<file path="config.mk">
export PLATFORM = sky130hd
export DESIGN_NAME = control_unit
export DESIGN_NICKNAME = d
export VERILOG_FILES = /design/src/rtl/control_unit.sv
export SDC_FILE = /design/constraint.sdc
export NUM_CORES = 1
export LEC_CHECK = 0
export CAP_MARGIN = 15
export CORE_ASPECT_RATIO = 1.25
export CORE_MARGIN = 2
export CORE_UTILIZATION = 45
export CTS_CLUSTER_SIZE = 30
export DETAILED_ROUTE_END_ITERATION = 12
export PLACE_DENSITY = 0.74
export SYNTH_ARGS = -nofsm -noshare
export SYNTH_HDL_FRONTEND = slang
export SYNTH_SLANG_ARGS = --single-unit
</file>
<file path="constraint.sdc">
create_clock -name clk -period 3 [get_ports clk]
set_clock_uncertainty 0.2 [all_clocks]
set_input_delay 0.9 -clock clk [delete_from_list [all_inputs] [get_ports clk]]
set_output_delay 0.9 -clock clk [all_outputs]
set_load 0.01 [all_outputs]
</file>
<file path="src/rtl/control_unit.sv">
// ---------------------------------------------------------------------------
// control_unit
//
// Instruction sequencer sitting directly upstream of the register file and
// the ALU. It takes one 16-bit instruction at a time, reads the source
// registers, presents operands and opcode to the ALU, and writes the result
// back. The FSM is cycle-exact and every output is a flop.
//
// Instruction word:
//   [15:14] kind : 00 ALU, 01 LDI, 10 NOP, 11 HALT
//   ALU : op=[13:11] dst=[10:9] srcA=[8:7] srcB=[6:5]
//   LDI : dst=[10:9] imm=[7:0]
//
// Optional build macro:
//   CU_SAME_SRC_EN - an ALU instruction whose two sources are the same
//                    register does a single read (RDA -> EXEC, skipping RDB).
//                    Without it both reads are always performed.
//
// Ports:
//   clk, rst_n         clock (rising edge), synchronous active-low reset
//   instr_i            instruction word
//   instr_valid_i      instr_i valid
//   instr_ready_o      block can accept an instruction
//   reg_addr_o         register file address
//   reg_rd_o           register read strobe
//   reg_wr_o           register write strobe
//   reg_wdata_o        register write data
//   reg_rdata_i        register read data, sampled on the edge ending a
//                      cycle with reg_rd_o=1
//   alu_opcode_o       ALU opcode (held outside EXEC)
//   alu_a_o, alu_b_o   ALU operands (held outside EXEC)
//   alu_result_i       combinational ALU result
//   done_o             one-cycle pulse, instruction retired
//   result_o           value of the last register write, held
//   halted_o           HALT executed; only reset leaves this state
//   dbg_state_o        current FSM state, for observation
//
// Handshake: an instruction transfers on a rising edge where instr_valid_i=1
// and instr_ready_o=1. It is latched on that edge, so instr_i may change
// afterwards. instr_valid_i while instr_ready_o=0 is ignored; the source
// holds the instruction until it is accepted.
// ---------------------------------------------------------------------------
module control_unit #(
  parameter int DW = 8,
  parameter int AW = 2
) (
  input  logic          clk,
  input  logic          rst_n,
  input  logic [15:0]   instr_i,
  input  logic          instr_valid_i,
  output logic          instr_ready_o,
  output logic [AW-1:0] reg_addr_o,
  output logic          reg_rd_o,
  output logic          reg_wr_o,
  output logic [DW-1:0] reg_wdata_o,
  input  logic [DW-1:0] reg_rdata_i,
  output logic [2:0]    alu_opcode_o,
  output logic [DW-1:0] alu_a_o,
  output logic [DW-1:0] alu_b_o,
  input  logic [DW-1:0] alu_result_i,
  output logic          done_o,
  output logic [DW-1:0] result_o,
  output logic          halted_o,
  output logic [2:0]    dbg_state_o
);

  typedef enum logic [2:0] {
    S_IDLE   = 3'd0,
    S_RDA    = 3'd1,
    S_RDB    = 3'd2,
    S_EXEC   = 3'd3,
    S_WB     = 3'd4,
    S_HALTED = 3'd5
  } state_t;

  localparam logic [1:0] K_ALU  = 2'b00;
  localparam logic [1:0] K_LDI  = 2'b01;
  localparam logic [1:0] K_NOP  = 2'b10;
  localparam logic [1:0] K_HALT = 2'b11;

`ifdef CU_SAME_SRC_EN
  localparam bit SAME_SRC_SKIP = 1'b1;
`else
  localparam bit SAME_SRC_SKIP = 1'b0;
`endif

  // State and registered outputs
  state_t        state_q, state_d;
  logic          ready_q, ready_d;
  logic [AW-1:0] addr_q, addr_d;
  logic          rd_q, rd_d;
  logic          wr_q, wr_d;
  logic [DW-1:0] wdata_q, wdata_d;
  logic [2:0]    opcode_q, opcode_d;
  logic [DW-1:0] alu_a_q, alu_a_d;
  logic [DW-1:0] alu_b_q, alu_b_d;
  logic          done_q, done_d;
  logic [DW-1:0] result_q, result_d;
  logic          halted_q, halted_d;

  // Internal latches
  logic [15:0]   instr_q, instr_d;
  logic [DW-1:0] a_lat_q, a_lat_d;

  // In IDLE the fields are decoded straight from instr_i so the first
  // sequencing step is registered on the accept edge itself; afterwards
  // they come from the latched copy.
  logic [15:0] cur_instr;
  logic [1:0]  f_kind;
  logic [2:0]  f_op;
  logic [1:0]  f_dst;
  logic [1:0]  f_src_a;
  logic [1:0]  f_src_b;
  logic [7:0]  f_imm;

  assign cur_instr = (state_q == S_IDLE) ? instr_i : instr_q;
  assign f_kind    = cur_instr[15:14];
  assign f_op      = cur_instr[13:11];
  assign f_dst     = cur_instr[10:9];
  assign f_src_a   = cur_instr[8:7];
  assign f_src_b   = cur_instr[6:5];
  assign f_imm     = cur_instr[7:0];

  always_comb begin
    // Pulses and strobes default low; data outputs and latches hold.
    state_d  = state_q;
    ready_d  = 1'b0;
    rd_d     = 1'b0;
    wr_d     = 1'b0;
    done_d   = 1'b0;
    halted_d = 1'b0;
    addr_d   = addr_q;
    wdata_d  = wdata_q;
    result_d = result_q;
    opcode_d = opcode_q;
    alu_a_d  = alu_a_q;
    alu_b_d  = alu_b_q;
    instr_d  = instr_q;
    a_lat_d  = a_lat_q;

    case (state_q)
      S_IDLE: begin
        // ready_q is still 0 in the first cycle after reset release, so
        // nothing is accepted there even though the state is already IDLE.
        if (instr_valid_i && ready_q) begin
          instr_d = instr_i;
          case (f_kind)
            K_ALU: begin
              state_d = S_RDA;
              rd_d    = 1'b1;
              addr_d  = AW'(f_src_a);
            end
            K_LDI: begin
              state_d  = S_WB;
              wr_d     = 1'b1;
              addr_d   = AW'(f_dst);
              wdata_d  = DW'(f_imm);
              result_d = DW'(f_imm);
              done_d   = 1'b1;
            end
            K_NOP: begin
              state_d = S_WB;
              done_d  = 1'b1;
            end
            default: begin
              state_d  = S_HALTED;
              halted_d = 1'b1;
            end
          endcase
        end else begin
          ready_d = 1'b1;
        end
      end

      S_RDA: begin
        // reg_rdata_i now carries srcA.
        a_lat_d = reg_rdata_i;
        if (SAME_SRC_SKIP && (f_src_a == f_src_b)) begin
          state_d  = S_EXEC;
          opcode_d = f_op;
          alu_a_d  = reg_rdata_i;
          alu_b_d  = reg_rdata_i;
        end else begin
          state_d = S_RDB;
          rd_d    = 1'b1;
          addr_d  = AW'(f_src_b);
        end
      end

      S_RDB: begin
        // reg_rdata_i now carries srcB; it is the B latch and goes straight
        // to the operand flop.
        state_d  = S_EXEC;
        opcode_d = f_op;
        alu_a_d  = a_lat_q;
        alu_b_d  = reg_rdata_i;
      end

      S_EXEC: begin
        state_d  = S_WB;
        wr_d     = 1'b1;
        addr_d   = AW'(f_dst);
        wdata_d  = alu_result_i;
        result_d = alu_result_i;
        done_d   = 1'b1;
      end

      S_WB: begin
        state_d = S_IDLE;
        ready_d = 1'b1;
      end

      S_HALTED: begin
        halted_d = 1'b1;
      end

      default: begin
        state_d = S_IDLE;
      end
    endcase
  end

  always_ff @(posedge clk) begin
    if (!rst_n) begin
      state_q  <= S_IDLE;
      ready_q  <= 1'b0;
      addr_q   <= '0;
      rd_q     <= 1'b0;
      wr_q     <= 1'b0;
      wdata_q  <= '0;
      opcode_q <= '0;
      alu_a_q  <= '0;
      alu_b_q  <= '0;
      done_q   <= 1'b0;
      result_q <= '0;
      halted_q <= 1'b0;
      instr_q  <= '0;
      a_lat_q  <= '0;
    end else begin
      state_q  <= state_d;
      ready_q  <= ready_d;
      addr_q   <= addr_d;
      rd_q     <= rd_d;
      wr_q     <= wr_d;
      wdata_q  <= wdata_d;
      opcode_q <= opcode_d;
      alu_a_q  <= alu_a_d;
      alu_b_q  <= alu_b_d;
      done_q   <= done_d;
      result_q <= result_d;
      halted_q <= halted_d;
      instr_q  <= instr_d;
      a_lat_q  <= a_lat_d;
    end
  end

  assign instr_ready_o = ready_q;
  assign reg_addr_o    = addr_q;
  assign reg_rd_o      = rd_q;
  assign reg_wr_o      = wr_q;
  assign reg_wdata_o   = wdata_q;
  assign alu_opcode_o  = opcode_q;
  assign alu_a_o       = alu_a_q;
  assign alu_b_o       = alu_b_q;
  assign done_o        = done_q;
  assign result_o      = result_q;
  assign halted_o      = halted_q;
  assign dbg_state_o   = state_q;

endmodule
</file>
; ---- Word-level counts from Yosys, hierarchy flattened
; Index checks and enable logic that the tools add are counted.
[totals]
reg_bits = 61
input_bits = 35
output_inout_bits = 45
elab_cells = 59
[op_classes]
eq_ne = 10
n_mux = 24
bitwise_logic = 1
n_reduce_logical = 11
[ops]
columns = op, n
row1 = $mux 16, 1
row2 = $mux 8, 2
row3 = $pmux 8 s2, 1
row4 = $pmux 3 s5, 1
row5 = $pmux 1 s2, 5
row6 = $mux 1, 9
row7 = $eq 3x2->1 const B, 2
row8 = $eq 3x3->1 const B, 2
row9 = $pmux 2 s3, 1
row10 = $pmux 3 s2, 1
row11 = $reduce_and 3->1, 2
row12 = $ne 2x1->1 const B, 2
row13 = $pmux 2 s2, 1
row14 = $reduce_and 2->1, 2
row15 = $eq 3x1->1 const B, 1
row16 = $logic_not 3->1, 1
row17 = $mux 3, 1
row18 = $ne 3x1->1 const B, 1
row19 = $reduce_bool 3->1, 1
row20 = $reduce_or 3->1, 1
row21 = $eq 2x1->1 const B, 1
row22 = $eq 2x2->1 const B, 1
row23 = $logic_not 2->1, 1
row24 = $mux 2, 1
row25 = 4 further kinds, 4

; ---- Depth between registers and ports, before layout
[logic_depth]
word_depth = 7
mapped_depth = 9
ltp_nobuf = 8

; ---- Worst setup path before layout
; Ideal clock, no wire load.
[synth_timing]
kind = register to register
from = register state_q[0], in the netlist dbg_state_o[0]
to = register result_q[0], in the netlist result_o[0]
setup_ps = 135
t_arrival_ps = 2208
required_ps = 2665
path_slack_ps = 457
stages_incl_launch_ff = 9
path_buffers = 2
period_less_slack_ps = 2543
path_cell_list = dfxtp_1 buf_6 nor3_1 mux2_2 ha_1 a41oi_1 or2_2 clkbuf_1 o22ai_1
[synth_between]
elab_chain_len = 5
elab_cells_between_ends = 11
cone_classes = eq/ne (4) / mux (4) / reduce/logical (3)
[synth_lines]
columns = item, line
row1 = start: declaration, 88  ; state_t state_q, state_d;
row2 = start signal: assignment, 240  ; state_q <= state_d;
row3 = $logic_not 3->1, "116, 141"
row4 = $mux 16, 116  ; assign cur_instr = (state_q == S_IDLE) ? instr_i : instr_q;
row5 = $eq 2x1->1 or $mux 8 (tied branches), 147  ; case (f_kind)
row6 = $ne 2x1->1 (no line) or $mux 8 (tied branches), --
row7 = $reduce_and 3->1 (no line) or $pmux 8 s2 (tied branches), --
row8 = end signal: assignment, 250  ; result_q <= result_d;
row9 = end: declaration, 98  ; logic [DW-1:0] result_q, result_d;
; Parallel ways exist; a longest one is shown, timed or not. The select of a mux whose other input is x is not followed.
; A chain may end at the register's enable or synchronous reset.

; ---- Worst setup path in the final report
[layout_timing]
from = input port instr_i[15]
to = register result_q[1], in the netlist result_o[1]
[layout_between]
elab_chain_len = 4
[layout_lines]
columns = item, line
row1 = start: declaration, 49  ; input logic [15:0] instr_i,
row2 = $mux 16, 116
row3 = $eq 2x1->1, 147
row4 = $ne 2x1->1 (no line), --
row5 = $reduce_and 3->1 (no line), --
; No other way between the ends.

==> key figures <==
GRT
  – Met1 usage: 0.241
  – Initial antenna violation count: 0
  – Most used routing layer: met2
  – Met3 Usage GRT: 0.0473
  – Overall routing resource usage: 0.206
  – First-pass GRT wire length: 10900 um
  – GR Layer Usage met2: 0.344
  – Vias in the first global route: 2315
  – Largest net degree at the start of global routing: 32
  – Grt total ovfl: 0

Pwr
  – Overall power: 2220 uW
  – Clock network power share: 0.371
  – Maximum vdd drop: approximately 0.00032 V
  – Int Pwr: 1620 uW
  – Switching share of power: 0.270
  – Pwr dens: roughly 590 nW/um^2
  – Sequential share of power: 0.405
  – Share of total power in combinational logic: 0.224
  – Lkg Pwr: around 0.0013 uW
  – NetSw: 597 uW

Clocking
  – Clock Latency Late Sink: 340 ps
  – CTS resizes: 0
  – Clock slew seen by the registers of the worst setup and hold paths: 70 ps
  – CTS Buf Count: 9
  – Post-CTS setup buffer count: 0
  – TritonCTS clock tree: built
  – CTS H-tree lvls: 3
  – Clock Tree Buf Depth: 2
  – CTS Sinks: 61
  – CTS root buf: clkbuf_8
  – Post-cts hold buffer count: 0

Timing
  – Final hold vios: 0
  – Final Cycle Share: 0.914
  – Final setup margin: 257 ps
  – Setup Viol. Count Final: 0
  – Post-route minimum period: 2740 ps
  – Fmax: 0.365 GHz
  – Slew Limit Fails: 0
  – Max-slew headroom at the worst pin: 0.515
  – Hold_ws: ~260 ps
  – Worst slew pin tran: 727 ps
  – Unrepaired setup endpoints after global routing: no

Place
  – Gpl congestion: 0.828
  – Setup slack at placement: -87.8 ps
  – # placed instances: 450
  – Detail Placement HPWL: 4620 um
  – Buffers added on ports: 79
  – Post-Place Cell Area: roughly 3600 um^2

Floorplan
  – IO Count: 80
  – Core footprint: 5860 um^2
  – FP Rows: 31
  – Die height: 91.7 um
  – Die footprint: 6800 um^2
  – Die width: 74.2 um
  – Initial core utilization: 0.473

Synthesis
  – Synth top area share: 0.441
  – Sequential area share after synthesis: 0.441
  – Synth cell types: 43
  – Area contributors post-synth: dfxtp_1, nand2_1, a21boi_0
  – Post-Syn Area: between 2000 and 3000 um^2
  – Post-Syn Nets: approximately 350
  – Avg Cell Area, Syn: 8.96 um^2
  – Yosys warns: 0
  – Number of synthesized register bits: 61
  – Yosys top cell by area: dfxtp_1
  – Syn Inst Count: 309

Route
  – DR pass1 iterations: 4
  – Drt wl/cell: 14.3 um
  – DRT antenna net count: 0
  – 1st-iter DRT viols: 94
  – Post-detailed-routing wire length: 6670 um
  – DR vias/cell: around 5.1
  – Drt drc: 0
  – Total vias in the final route: 2358

Layout
  – Area growth from synthesis to layout: 36.4%
  – Most common cell after layout, fill and taps aside: clkdlybuf4s50_1
  – Final Instance Count excl. Fillers: roughly 470
  – Share of cells above drive strength 1: 0.109
  – Nets: 419
  – Ant diodes: 0
  – Most frequent cells in the layout: clkdlybuf4s50_1, nand2_1, dfxtp_1
  – Finished Cell Area: 3780 um^2

Job
  – Max-Cap Viols: 0

Setup path
  – Worst r2r path cells: 7
  – Critical path's slowest cell: o21ai_1
  – Crit path kind: in -> reg
  – Worst path required time: about 3000 ps
  – Crit end category: flop
  – Max stage delay on crit path: ~500 ps
  – Critical-path cell list: clkdlybuf4s50_1 -> mux2i_1 -> ha_1 -> a41oi_1 -> o21ai_1 -> o22ai_1
  – Largest fanout on the critical path: 8
  – Worst EP arrival: around 2800 ps
  – Worst Setup Start Kind: input port

Min path
  – Hold WC Path Type: reg -> reg
  – Hold path depth: 2

Status
  – Outcome: completed
## cells in the mapped netlist (all sizes together)
cell,instances
a21boi,36
a21oi,6
a31oi,1
a41oi,1
and2,3
and3,1
buf,17
clkbuf,11
dfxtp,61
ha,5
inv,12
mux2,3
mux2i,10
nand2,77
nand2b,2
nand3,1
nand3b,1
nand4,1
nor2,5
nor2b,9
nor3,4
o211a,2
o211ai,2
o21ai,3
o22a,8
o22ai,18
o311a,1
o31a,1
o31ai,1
o32a,1
o41ai,1
or2,2
or2b,1
or3,1
## cell families (layout without fill, tap and decap cells)
family          count (synthesis)  after routing  synth area share
compound gates                 82             82             0.232
fa+ha+maj                       5              5            0.0226
buf+inv                        40            115            0.0782
flops                          61             61             0.441
mux                            13             13            0.0484
simple gates                  108            108             0.178
## area by class of cell
| class | instances | area, um^2 |
|---|---|---|
| well taps | 82 | 103 |
| multi-input cells | 208 | 1330 |
| flip-flops and latches | 61 | 1220 |
| inverters | 12 | 45.0 |
| repair buffers | 87 | 851 |
| clock buffers | 13 | 159 |
| fillers | 487 | 2080 |
| clock inverters | 3 | 67.6 |
## per-stage QoR
stage	utilization	TNS, ps
2_1_floorplan	-	0
3_3_place_gp	0.606	0
3_5_place_dp	0.606	-508
4_1_cts	0.645	0
5_1_grt	0.645	0
6_report	0.645	0
## flip-flops by register name, indices dropped and copies added, names as in the netlist
register	count
dbg_state_o	3
alu_opcode_o	3
halted_o	1
reg_wr_o	1
instr_q	16
a_lat_q	8
instr_ready_o	1
reg_rd_o	1
alu_b_o	8
done_o	1
result_o	8
alu_a_o	8
reg_addr_o	2
## critical path: cells and delay by family
family	cells	cell delay [ps]
compound gates	3	790
buf+inv	1	420
mux	1	380
fa+ha+maj	1	250
## metal layers
metal / share of wire / up-vias
li1: - / 1190
met2: 0.48 / 70
met4: 0.024 / 0
met1: 0.43 / 1085
met3: 0.064 / 13
met5: 0 / -
## power by group through the flow
stage | combinational [uW] | sequential [uW] | clock, uW
after global routing | 540 | 902 | 875
final | 497 | 896 | 822
after global placement | 490 | 912 | 0
after CTS | 499 | 896 | 836
after floorplan | 313 | 923 | 0
after detailed placement | 496 | 914 | 0
## path summary, 6_finish.rpt
path	from	endpoint	slack [ps]
max	instr_i[15]	result_o[1]	260
min	a_lat_q[7]	alu_a_o[7]	260
max reg2reg	dbg_state_o[2]	result_o[1]	390
min reg2reg	a_lat_q[7]	alu_a_o[7]	260
Note: power is estimated with default switching activity, not from simulation.
